$ cat src/rtl/mem_pkg.sv
// Shared packet-buffer definitions: block index width and free-list state encoding.
package mem_pkg;
  localparam int ADDR_W = 4;

  typedef enum logic {
    FL_INIT = 1'b0,
    FL_RUN  = 1'b1
  } fl_state_e;
endpackage

$ cat src/rtl/fl_fifo.sv
// Circular store of free block indices with an init write port, pointers and a registered count.
module fl_fifo
  import mem_pkg::*;
#(
  parameter int NUM_BLOCKS = 1 << ADDR_W,
  localparam int PTR_W = $clog2(NUM_BLOCKS),
  localparam int CNT_W = $clog2(NUM_BLOCKS + 1)
) (
  input  logic              clk,
  input  logic              rst,
  input  logic              i_init_we,
  input  logic [PTR_W-1:0]  i_init_ptr,
  input  logic              i_init_last,
  input  logic              i_pop,
  input  logic              i_push,
  input  logic [ADDR_W-1:0] i_push_idx,
  output logic [ADDR_W-1:0] o_head,
  output logic [CNT_W-1:0]  o_count,
  output logic              o_empty
);
  logic [ADDR_W-1:0] r_mem [NUM_BLOCKS];
  logic [PTR_W-1:0]  r_rd_ptr, r_wr_ptr;
  logic [CNT_W-1:0]  r_count, w_count_nxt;
  logic              r_empty;

  // Pointers wrap explicitly so NUM_BLOCKS need not be a power of two.
  function automatic logic [PTR_W-1:0] nxt(input logic [PTR_W-1:0] p);
    return (p == PTR_W'(NUM_BLOCKS - 1)) ? '0 : p + 1'b1;
  endfunction

  always_comb begin
    w_count_nxt = r_count;
    if (i_push && !i_pop)      w_count_nxt = r_count + 1'b1;
    else if (i_pop && !i_push) w_count_nxt = r_count - 1'b1;
  end

  always_ff @(posedge clk) begin
    if (i_init_we)   r_mem[i_init_ptr] <= ADDR_W'(i_init_ptr);
    else if (i_push) r_mem[r_wr_ptr]   <= i_push_idx;
  end

  always_ff @(posedge clk or posedge rst) begin
    if (rst) begin
      r_rd_ptr <= '0;
      r_wr_ptr <= '0;
      r_count  <= '0;
      r_empty  <= 1'b1;
    end else if (i_init_we) begin
      if (i_init_last) begin
        r_rd_ptr <= '0;
        r_wr_ptr <= '0;
        r_count  <= CNT_W'(NUM_BLOCKS);
        r_empty  <= 1'b0;
      end
    end else begin
      if (i_pop)  r_rd_ptr <= nxt(r_rd_ptr);
      if (i_push) r_wr_ptr <= nxt(r_wr_ptr);
      r_count <= w_count_nxt;
      r_empty <= (w_count_nxt == '0);
    end
  end

  assign o_head  = r_mem[r_rd_ptr];
  assign o_count = r_count;
  assign o_empty = r_empty;
endmodule

$ cat src/rtl/mem_free_list.sv
// Packet-buffer free-list manager: init sweep, zero-latency grants, and bitmap-checked frees.
module mem_free_list
  import mem_pkg::*;
#(
  parameter int NUM_BLOCKS = 1 << ADDR_W,
  localparam int PTR_W = $clog2(NUM_BLOCKS),
  localparam int CNT_W = $clog2(NUM_BLOCKS + 1)
) (
  input  logic              clk,
  input  logic              rst,
  input  logic              fl_alloc_req_i,
  output logic              fl_alloc_gnt_o,
  output logic [ADDR_W-1:0] fl_alloc_block_idx_o,
  input  logic              fl_free_req_i,
  input  logic [ADDR_W-1:0] fl_free_block_idx_i,
  output logic              fl_init_done_o,
  output logic [CNT_W-1:0]  fl_free_count_o,
  output logic              fl_empty_o,
  output logic              fl_err_o
);
  fl_state_e             r_state;
  logic [PTR_W-1:0]      r_init_ptr;
  logic [NUM_BLOCKS-1:0] r_bmp;
  logic                  r_err;

  logic              w_run, w_init_we, w_init_last, w_gnt, w_empty;
  logic              w_in_range, w_free_ok;
  logic [ADDR_W-1:0] w_head;
  logic [PTR_W-1:0]  w_free_slot;
  logic [CNT_W-1:0]  w_count;

  assign w_run       = (r_state == FL_RUN);
  assign w_init_we   = (r_state == FL_INIT);
  assign w_init_last = w_init_we && (r_init_ptr == PTR_W'(NUM_BLOCKS - 1));
  assign w_gnt       = w_run && fl_alloc_req_i && !w_empty;

  assign w_in_range  = ({1'b0, fl_free_block_idx_i} < (ADDR_W + 1)'(NUM_BLOCKS));
  assign w_free_slot = w_in_range ? fl_free_block_idx_i[PTR_W-1:0] : '0;
  // A block cannot be both handed out and returned in one cycle; that pairing is a protocol error.
  assign w_free_ok   = fl_free_req_i && w_run && w_in_range && r_bmp[w_free_slot] &&
                       !(w_gnt && (w_head == fl_free_block_idx_i));

  fl_fifo #(.NUM_BLOCKS(NUM_BLOCKS)) u_fifo (
    .clk         (clk),
    .rst         (rst),
    .i_init_we   (w_init_we),
    .i_init_ptr  (r_init_ptr),
    .i_init_last (w_init_last),
    .i_pop       (w_gnt),
    .i_push      (w_free_ok),
    .i_push_idx  (fl_free_block_idx_i),
    .o_head      (w_head),
    .o_count     (w_count),
    .o_empty     (w_empty)
  );

  always_ff @(posedge clk or posedge rst) begin
    if (rst) begin
      r_state    <= FL_INIT;
      r_init_ptr <= '0;
      r_bmp      <= '0;
      r_err      <= 1'b0;
    end else begin
      case (r_state)
        FL_INIT: begin
          if (w_init_last) begin
            r_state    <= FL_RUN;
            r_init_ptr <= '0;
          end else begin
            r_init_ptr <= r_init_ptr + 1'b1;
          end
        end
        default: r_state <= FL_RUN;
      endcase
      if (w_gnt)     r_bmp[w_head[PTR_W-1:0]] <= 1'b1;
      if (w_free_ok) r_bmp[w_free_slot]       <= 1'b0;
      if (fl_free_req_i && !w_free_ok) r_err <= 1'b1;
    end
  end

  assign fl_alloc_gnt_o       = w_gnt;
  assign fl_alloc_block_idx_o = w_gnt ? w_head : '0;
  assign fl_init_done_o       = w_run;
  assign fl_free_count_o      = w_count;
  assign fl_empty_o           = w_empty;
  assign fl_err_o             = r_err;
endmodule

$ cat config.mk
export PLATFORM = sky130hd
export DESIGN_NAME = mem_free_list
export DESIGN_NICKNAME = d
export VERILOG_FILES = /design/src/rtl/mem_pkg.sv /design/src/rtl/fl_fifo.sv /design/src/rtl/mem_free_list.sv
export SDC_FILE = /design/constraint.sdc
export NUM_CORES = 1
export LEC_CHECK = 0
export ABC_AREA = 1
export CAP_MARGIN = 40
export CORE_MARGIN = 3
export CORE_UTILIZATION = 50
export CTS_BUF_LIST = sky130_fd_sc_hd__clkbuf_4 sky130_fd_sc_hd__clkbuf_8
export CTS_CLUSTER_SIZE = 24
export DETAILED_ROUTE_END_ITERATION = 10
export GPL_ROUTABILITY_DRIVEN = 0
export GPL_TIMING_DRIVEN = 1
export PLACE_DENSITY = 0.7
export SETUP_SLACK_MARGIN = 0.05
export SLEW_MARGIN = 20
export SYNTH_ARGS = -nofsm -noshare
export SYNTH_HDL_FRONTEND = slang
export SYNTH_SLANG_ARGS = --single-unit
$ cat constraint.sdc
create_clock -name clk -period 2.38 [get_ports clk]
set_input_delay 0.476 -clock clk [delete_from_list [all_inputs] [get_ports clk]]
set_output_delay 0.476 -clock clk [all_outputs]
set_load 0.005 [all_outputs]
## Word-level counts from Yosys, hierarchy flattened

Memory sizes are Yosys's and may differ from the RTL's.
Cells that the tools add are included.

| storage, ports and cells | value |
|---|---|
| register bits | 36 |
| bits in writable memories | 64 |
| bits of input ports | 8 |
| output and inout bits | 13 |
| word-level logic and storage cells | 81 |
| memories | 1 |

Memories:

| memory | words | bits a word | read ports | clocked after memory_dff | wr ports | RTL line | RTL |
|---|---|---|---|---|---|---|---|
| u_fifo.r_mem | 16 | 4 | 1 | 0 | 1 | fl_fifo.sv:21 | `logic [ADDR_W-1:0] r_mem [NUM_BLOCKS];` |

| operators by class | value |
|---|---|
| $add $sub $neg | 5 |
| $lt $le $gt $ge | 4 |
| eq/ne operators | 6 |
| muxes and demuxes | 32 |
| bitwise logic cells | 4 |
| reductions and logical operators | 21 |

Operator list:

| cell | number |
|---|---|
| 4-bit two-way mux | 11 |
| 16-bit two-way mux | 2 |
| 5-bit two-way mux | 4 |
| 16-bit bitwise AND | 1 |
| 16-bit NOT | 1 |
| 16-bit bitwise OR | 1 |
| 4-bit by 1-bit adder with 4-bit output (second input constant) | 3 |
| 4-bit == test (second input constant) | 3 |
| 1-bit logical AND | 12 |
| 1-bit two-way mux | 12 |
| 4-bit by 5-bit less-than comparator with 1-bit output (second input constant) | 2 |
| 1-bit demux with 4-bit select | 2 |
| 4-bit by 1-bit greater-or-equal comparator with 1-bit output (second input constant) | 2 |
| 5-bit by 1-bit adder with 5-bit output (second input constant) | 1 |
| 5-bit zero test | 1 |
| 5-bit by 1-bit subtractor with 5-bit output (second input constant) | 1 |
| 1-bit binary-select mux with 4-bit select | 1 |
| 4-bit == test | 1 |
| 1-bit zero test | 4 |
| 2-bit by 1-bit inequality test with 1-bit output (second input constant) | 2 |
| 2-bit AND reduction | 2 |
| 4-bit OR reduction | 1 |
| 2-bit nonzero test | 1 |
| 1-bit NOT | 1 |

## Logic depth before layout (Yosys ltp)

Gate-level depths: netlist of run 1.

| logic depth | value |
|---|---|
| word-level depth | 11 |
| depth in mapped cells | 21 |
| depth with buffers taken out | 20 |

## By module

From an unflattened synthesis of run 1, not the netlist that was laid out.

| unflattened totals | value |
|---|---|
| cell total of the unflattened synthesis | 625 |
| area, all modules | 5315.1 um^2 |

Modules (own cells, without submodules):

| module | instances | cells each | area an instance (um^2) | sequential area each (um^2) |
|---|---|---|---|---|
| fl_fifo | 1 | 368 | 3728.6 | 2273.4 |
| mem_free_list | 1 | 257 | 1586.5 | 550.5 |

## Worst setup path after synthesis of run 1

No wires, ideal clock.

| timing | value |
|---|---|
| kind | flip-flop to flip-flop |
| from | register u_fifo.r_rd_ptr[0] |
| to | memory u_fifo.r_mem[0][3] (data pin) |
| library setup time | 0.330 ns |
| arrival time | 2.194 ns |
| required time | 2.050 ns |
| setup slack | -0.144 ns |
| cell stages (with the launch flop) | 15 |
| buffers on the path | 3 |
| clock period less this slack | 2.524 ns |
| path through | dfrtp_1 buf_6 buf_6 nand2_1 nand3_1 nand3_1 nand3_2 nand2_2 nand2_1 nand2_1 nor2_2 nand3_2 nand2_4 buf_8 o21ai_0 |

| between the ends | value |
|---|---|
| longest elaborated chain between the ends | 10 |

RTL lines:

| element | RTL line | RTL |
|---|---|---|
| start, declared | fl_fifo.sv:22 | `logic [PTR_W-1:0] r_rd_ptr, r_wr_ptr;` |
| start signal, assigned | fl_fifo.sv:56 | `if (i_pop) r_rd_ptr <= nxt(r_rd_ptr);` |
| memory read 16 x 4 bit | n/a |  |
| 4-bit == test | mem_free_list.sv:41 | `!(w_gnt && (w_head == fl_free_block_idx_i));` |
| 1-bit logical AND | mem_free_list.sv:41 |  |
| 1-bit zero test | mem_free_list.sv:41 |  |
| 1-bit logical AND | mem_free_list.sv:40 | `assign w_free_ok = fl_free_req_i && w_run && w_in_range && r_bmp[w_free_slot] &&` |
| 1-bit two-way mux | fl_fifo.sv:39 | `else if (i_push) r_mem[r_wr_ptr] <= i_push_idx;` |
| 1-bit two-way mux | fl_fifo.sv:38 | `if (i_init_we) r_mem[i_init_ptr] <= ADDR_W'(i_init_ptr);` |
| 1-bit two-way mux (not written as such) | fl_fifo.sv:39 |  |
| 4-bit OR reduction (no source line) | n/a |  |
| 4-bit two-way mux (no source line) | n/a |  |
| end, declared | fl_fifo.sv:21 |  |

Every way passes these cells.

## Final worst setup path of run 1

| timing | value |
|---|---|
| from | register u_fifo.r_rd_ptr[0] |
| to | memory u_fifo.r_mem[14][3] (enable) |

| between the ends | value |
|---|---|
| longest elaborated chain between the ends | 10 |
| elaborated cells between the ends (all ways) | 11 |
| those cells by class | 1 x eq/ne; 5 x mux; 4 x reduce/logical; 1 x memory |

RTL lines:

| element | RTL line |
|---|---|
| memory read 16 x 4 bit (*) | n/a |
| 4-bit == test (*) | mem_free_list.sv:41 |
| 1-bit logical AND (*) | mem_free_list.sv:41 |
| 1-bit zero test (*) | mem_free_list.sv:41 |
| 1-bit logical AND (*) | mem_free_list.sv:40 |
| 1-bit two-way mux (*) | fl_fifo.sv:39 |
| 1-bit two-way mux (*) | fl_fifo.sv:38 |
| 1-bit two-way mux (not written as such) (*) | fl_fifo.sv:39 |
| 4-bit OR reduction (no source line) | n/a |
| 4-bit two-way mux (no source line) or 1-bit two-way mux (tied branches) | n/a |

Every way passes the cells marked *; elsewhere a longest branch is shown, timed or not.

==> flow_metrics.tcl, run 1 <==
set metrics [dict create \
    crit_arrival_ns 2.93 \
    pre_cts_ws_ns -0.714 \
    fp.dieW_um 108 \
    syn_nets 592 \
    dieArea_um2 11600 \
    final_cell_mix "nand2_1, inv_1, edfxtp_1, buf_4" \
    viasPerCell 5.75 \
    reg2reg_slack_ns -0.45 \
    max-slew-margin-rel_pct 68.1 \
    drt_first_iter_violations 462 \
    vias 4719 \
    post_drt_wl_per_cell_um 18.8 \
    clkSinkCount 100 \
    numPortBuffers 20 \
    fin_util_pct 73.1 \
    worstPathRequired_ns 2.48 \
    hold_path.class "in -> async" \
    nets 696 \
    ir_drop_v 0.000703 \
    rows 36 \
    crit_slowest_cell "dfrtp_1" \
    start_kind "register" \
    cellPowerDensity_nw_per_um2 1180 \
    netlist_instances 579 \
    yosysSeqAreaShare_pct 54.8 \
    p_int_mw 4.80 \
    p_clk_share_pct 13.6 \
    start_util_pct 52.0 \
    layout_commonest_cell "nand2_1" \
    cap_violations 0 \
    power.switching_mw 3.73 \
    rsz0062_at_grt "true" \
    antenna_found_initial 0 \
    ys_types 36 \
    ioPinCount 21 \
    setup_viol 147 \
    syn_to_final_growth_pct 40.6 \
    cts-root-buf "clkbuf_8" \
    min_period_ns 2.83 \
    criticalPathCategory "reg -> reg" \
    run_status "finished with violations" \
    cp.depth 18 \
    combPwrFrac_pct 58.5 \
    grt_pass1_vias 4252 \
    cts_tree "yes" \
    crit_family "simple AND/OR/NAND/NOR gates" \
    clock_latency_ns 0.40 \
    dpl.hpwl_mm 8.70 \
    total_power_mw 8.52 \
    p_seq_share_pct 27.9 \
    p_leak_nw 3.14 \
    cpPeakStageDelay_ns 0.42 \
    dr.pass1.iters 5 \
    path_common_cell "nand3_4" \
    ant_nets 0 \
    diodes 0 \
    switching_share_pct 43.7 \
    grt_usage_pct 24.0 \
    synth.avg_cell_area_um2 8.90 \
    fp.dieH_um 108 \
    cts-hold-fix-buffers 0 \
    crit_path_max_fanout 8 \
    fp.coreArea_um2 9910 \
    worst-path-buf-inv 5 \
    cp-end-kind "register" \
    cts_made_buffers 9 \
    synth_seq_cells 100 \
    worst_slack_ns -0.451 \
    period_share_pct 119 \
    max_slew.worst_pin.slew_ns 0.478 \
    r2r_cells 18 \
    drive_gt1_share_pct 36.3 \
    grt_max_degree 37 \
    tns_ns -42.23 \
    clockBufferDepth 2 \
    failed_checks "negative setup slack" \
    finalClockSkew_ns 0.0142 \
    drc 0 \
    slew_viol_final 0 \
    htreeDepth 3 \
    routed_wl_mm 15.4 \
    path_cells "buf_12 > buf_8 > clkinv_8 > buf_12 > nand2_4 > nand3_2 > nand3_4 > nand3_4 > nand2_2 > nand2_1 > nand2_1 > nor2_2 > nand3_4 > nand2_2 > o21ai_2 > inv_1 > nand2_4 > nor2_4" \
    finalHoldViolations 0 \
    syn_area_um2 5150 \
    overflow 0 \
    fmax_mhz 353 \
    yosys_warnings 0 \
    path_clk_slew_ns 0.10 \
    grt_pass1_wl_mm 21.0 \
]
power groups by stage:
stage / combinational, mW / clock, mW / sequential [mW]
floorplan: 2.09 / 0 / 2.33
detailed placement: 3.23 / 0 / 2.38
finish: 4.99 / 1.16 / 2.38
global route: 5.32 / 1.24 / 2.40
global placement: 3.15 / 0 / 2.38
CTS: 3.81 / 1.17 / 2.36
registers in the layout, indices dropped and copies added (netlist names):
signal	cells
fl_init_done_o	1
u_fifo.r_wr_ptr	4
u_fifo.o_count	5
u_fifo.o_empty	1
r_init_ptr	4
fl_err_o	1
r_bmp	16
u_fifo.r_rd_ptr	4
u_fifo.r_mem	64
final timing paths:
check / startpoint / end
worst max-delay path: u_fifo.r_rd_ptr[0]$_DFFE_PP0P_ / u_fifo.r_mem[14][3]$_DFFE_PP_
worst max register to register: u_fifo.r_rd_ptr[0]$_DFFE_PP0P_ / u_fifo.r_mem[14][3]$_DFFE_PP_
max in group asynchronous: rst / u_fifo.o_empty$_DFFE_PP1P_
worst min register to register: fl_err_o$_DFFE_PP0P_ / fl_err_o$_DFFE_PP0P_
min in group clk: fl_err_o$_DFFE_PP0P_ / fl_err_o$_DFFE_PP0P_
worst min-delay path: rst / fl_err_o$_DFFE_PP0P_
layout make-up:
cell class / instances / area, um^2
clock buffer: 10 / 138
clock inverter: 6 / 68.8
fill: 642 / 2660
inverter: 86 / 348
multi-input combinational: 380 / 2670
sequential: 100 / 2820
tap: 133 / 166
timing repair buffer: 105 / 1010
timing repair inverter: 1 / 16.3
Yosys cell counts (all sizes together):
master   instances  share of area (%)
o21ai           23                2.4
nand2          170                 13
a21oi           19                1.8
a21o             1               0.15
o22ai            3               0.36
nand3           75                8.4
nor3             6               0.58
a22o             1               0.17
edfxtp          64                 37
inv             84                6.3
xor2             3               0.51
nand4            1               0.12
o31ai            1               0.15
dfrtp           35                 17
a31oi           16                1.9
nor2            46                4.0
dfstp            1               0.51
clkinv           2               0.15
buf             12                2.4
a22oi            8                1.2
clkbuf           2               0.15
ha               5                1.2
o2111ai          1               0.17
kinds of logic after synthesis:
group                    count (synthesis)  synth area share [%]
XOR/XNOR                                 3                 0.510
buffers and inverters                  100                  8.98
adder cells (fa/ha/maj)                  5                  1.21
flip-flops                             100                  54.8
AND/OR/NAND/NOR                        298                  26.2
AO/OA/AOI/OAI                           73                  8.33
per-layer routing:
metal | GRT usage [%] | vias to the layer above | part of all wire (%)
li1 | - | 2129 | -
met1 | 31.4 | 2283 | 39
met2 | 37.6 | 256 | 49
met3 | 6.84 | 51 | 8.3
met4 | 10.2 | 0 | 3.1
met5 | 0 | - | 0
worst reg2reg max path, cell delays in order, from the launching register on:
cell      delay, ns
dfrtp_1        0.42
buf_12         0.17
buf_8          0.14
clkinv_8       0.06
buf_12         0.14
nand2_4        0.05
nand3_2        0.08
nand3_4        0.10
nand3_4        0.10
nand2_2        0.07
nand2_1        0.07
nand2_1        0.06
nor2_2         0.15
nand3_4        0.12
nand2_2        0.17
o21ai_2        0.14
inv_1          0.18
nand2_4        0.13
nor2_4         0.20
what timing repair did:
item | 4_1_cts | 5_1_grt
endpoints found under the setup margin | 138 | 159
buffers inserted | 13 | 11
cloned | 6 | 1
pin swaps | 31 | 48
gates resized for setup | 75 | 131
per-stage QoR:
step / instances / hold slack [ns] / area (um^2)
after floorplan: 579 / 0.451 / 5260
after global placement: 777 / 0.450 / 5960
after global routing: 821 / 0.499 / 7250
after detailed placement: 777 / 0.460 / 5960
final: 821 / 0.483 / 7250
after CTS: 812 / 0.480 / 6560
No activity file was read; power rests on OpenSTA's default activity.
==> run 2: changes to the inputs <==
--- a/config.mk
+++ b/config.mk
@@ -7,14 +7,15 @@
 export LEC_CHECK = 0
 export ABC_AREA = 1
 export CAP_MARGIN = 40
+export CORE_ASPECT_RATIO = 0.5
 export CORE_MARGIN = 3
-export CORE_UTILIZATION = 50
+export CORE_UTILIZATION = 40
 export CTS_BUF_LIST = sky130_fd_sc_hd__clkbuf_4 sky130_fd_sc_hd__clkbuf_8
 export CTS_CLUSTER_SIZE = 24
 export DETAILED_ROUTE_END_ITERATION = 10
 export GPL_ROUTABILITY_DRIVEN = 0
 export GPL_TIMING_DRIVEN = 1
-export PLACE_DENSITY = 0.7
+export MAX_ROUTING_LAYER = met4
 export SETUP_SLACK_MARGIN = 0.05
 export SLEW_MARGIN = 20
 export SYNTH_ARGS = -nofsm -noshare
==> run 2 against run 1 <==
  * The run still ends with negative setup slack left
  * Via count shrank 6.1%
  * Worst setup slack gained 0.0061 ns
  * Critical path type unchanged
  * Design area grew 0.79%
==> flow_metrics.tcl, run 2 (synthesized netlist as in run 1, its figures left out) <==
set metrics [dict create \
    run_status "finished with violations" \
    failed_checks "negative setup slack" \
    ir_drop_v 0.000647 \
    diodes 0 \
    dr.pass1.iters 5 \
    ant_nets 0 \
    start_kind "register" \
    whs_ns 0.476 \
    cpPeakStageDelay_ns 0.44 \
    hold_path_depth 1 \
    pre_cts_ws_ns -0.809 \
    routed_wl_mm 14.4 \
    min_period_ns 2.82 \
    grt_pass1_vias 4377 \
    grt_max_degree 37 \
    grt_usage_pct 20.8 \
    drt_first_iter_violations 373 \
    layout_commonest_cell "nand2_1" \
    start_util_pct 42.3 \
    wl_met3_um 704 \
    largest_register "u_fifo.r_mem" \
    grt_pass1_wl_mm 22.7 \
    fp.coreArea_um2 12200 \
    r2r_cells 17 \
    ioPinCount 21 \
    crit_path_max_fanout 7 \
    antenna_found_initial 0 \
    cts_made_buffers 9 \
    drive_gt1_share_pct 37.4 \
    setup_viol 142 \
    fp.dieH_um 86.3 \
    crit_slowest_cell "dfrtp_2" \
    max-slew-margin-rel_pct 67.7 \
    clockBufferDepth 2 \
    rsz0062_at_grt "true" \
    combPwrFrac_pct 57.6 \
    vias 4430 \
    cts-root-buf "clkbuf_8" \
    tns_ns -46.65 \
    crit_family "simple AND/OR/NAND/NOR gates" \
    wl_met1_mm 6.65 \
    final_cell_mix "nand2_1, inv_1, edfxtp_1, buf_4, dfrtp_1" \
    worst_slack_ns -0.444 \
    final-instance-count-excl-fill 857 \
    clkSinkCount 100 \
    rows 28 \
    htreeDepth 3 \
    worst-path-buf-inv 4 \
    cts_tree "yes" \
    reg2reg_slack_ns -0.44 \
    worstReg2RegEnd "u_fifo.r_mem[13][2]$_DFFE_PP_" \
    cellPowerDensity_nw_per_um2 1140 \
    cp-end-kind "register" \
    nets 700 \
    drc 0 \
    top_layer "met4" \
    numPortBuffers 20 \
    p_int_mw 4.71 \
    total_power_mw 8.32 \
    hold_path.class "reg -> reg" \
    criticalPathCategory "reg -> reg" \
    power.switching_mw 3.62 \
    dp.cells 814 \
    viasPerCell 5.17 \
    fmax_mhz 354 \
    worstPathRequired_ns 2.47 \
    min_from "fl_err_o$_DFFE_PP0P_" \
    wl_met2_mm 6.84 \
    r2r-start "u_fifo.r_rd_ptr[0]$_DFFE_PP0P_" \
    period_share_pct 119 \
    post_drt_wl_per_cell_um 16.8 \
    switching_share_pct 43.5 \
    max_slew.worst_pin.slew_ns 0.484 \
    cts-hold-fix-buffers 0 \
    fp.dieW_um 167 \
    p_leak_nw 3.20 \
    p_clk_share_pct 14.0 \
    path_clk_slew_ns 0.11 \
    whs_endpoint "fl_err_o$_DFFE_PP0P_" \
    overflow 0 \
    path_cells "buf_12 > buf_12 > nand2_2 > nand3_2 > nand3_1 > nand3_4 > buf_6 > nand3_1 > nand2_2 > nor2_2 > nand3_2 > nand2_4 > buf_8 > nand2_4 > o21ai_4 > nand3_4 > nor2_4" \
    p_seq_share_pct 28.4 \
    syn_to_final_growth_pct 41.7 \
    dpl.hpwl_mm 8.78 \
    dieArea_um2 14400 \
    slew_viol_final 0 \
    finalClockSkew_ns 0.0133 \
    largest_reg_flops 64 \
    crit_arrival_ns 2.92 \
    finalHoldViolations 0 \
    cap_violations 0 \
    clock_latency_ns 0.38 \
]
==> run 2: cell types whose count changed in the layout (fill, tap and decap cells not counted), moves of 4 or more <==
cell	change
a31oi_4	-6
nand3_2	+6
a31oi_1	+4
buf_12	+4
nand2_4	+4
nand3_4	-4
o21ai_2	+4
==> run 2: layout make-up <==
cell class              instances  area [um^2]
clock inverters                 7         87.6
inverters                      86          347
repair inverters                2         36.3
flip-flops and latches        100         2830
well taps                     165          206
clock buffers                   9          124
multi-input cells             379         2620
repair buffers                109         1060
fillers                      1019         4890
==> run 2: per-layer routing <==
| layer | up-vias | track usage (%) |
|---|---|---|
| met1 | 2157 | 27.7 |
| met4 | 0 | 6.36 |
| met5 | - | - |
| li1 | 2134 | - |
| met2 | 121 | 33.1 |
| met3 | 18 | 3.74 |
==> run 2: power groups by stage <==
| stage | combinational [mW] | clock (mW) | sequential [mW] |
|---|---|---|---|
| final | 4.79 | 1.16 | 2.37 |
| after global placement | 3.32 | 0 | 2.38 |
| after floorplan | 2.09 | 0 | 2.33 |
| after CTS | 4.23 | 1.18 | 2.35 |
| after detailed placement | 3.34 | 0 | 2.38 |
| after global routing | 5.17 | 1.26 | 2.40 |
==> run 2: worst max path at each step <==
stage | startpoint | endpoint | slack (ns) | cells past startpoint
global placement | fl_free_block_idx_i[0] | u_fifo.r_mem[2][1]$_DFFE_PP_ | -0.73 | 17
floorplan | u_fifo.r_rd_ptr[0]$_DFFE_PP0P_ | u_fifo.r_mem[0][3]$_DFFE_PP_ | -0.14 | 14
CTS | u_fifo.r_rd_ptr[0]$_DFFE_PP0P_ | u_fifo.r_mem[12][2]$_DFFE_PP_ | -0.37 | 18
global route | u_fifo.r_rd_ptr[0]$_DFFE_PP0P_ | u_fifo.r_mem[13][3]$_DFFE_PP_ | -0.53 | 19
finish | u_fifo.r_rd_ptr[0]$_DFFE_PP0P_ | u_fifo.r_mem[13][2]$_DFFE_PP_ | -0.44 | 17
detailed placement | fl_free_block_idx_i[0] | u_fifo.r_mem[4][0]$_DFFE_PP_ | -0.81 | 17
==> run 2: worst register-to-register path: cells and delay by family (launching register included) <==
| family | cells | cell delay [ns] |
|---|---|---|
| DFF | 1 | 0.44 |
| AOI/OAI and AO/OA | 1 | 0.10 |
| buffers and inverters | 4 | 0.61 |
| and+or+nand+nor | 12 | 1.38 |
==> run 2: metrics by stage <==
step                area [um^2]  utilization (%)
global route               7300             59.9
CTS                        6970             57.2
detailed placement         6080             49.9
floorplan                  5260                -
finish                     7300             59.9
global placement           6080             49.9
==> run 2: what timing repair did <==
action | in CTS | in global routing
gates cloned | 6 | 0
resized for setup | 128 | 87
endpoints found under the setup margin | 143 | 160
pin swaps | 30 | 35
hold endpoints to repair | 0 | 0
buffers inserted | 19 | 7
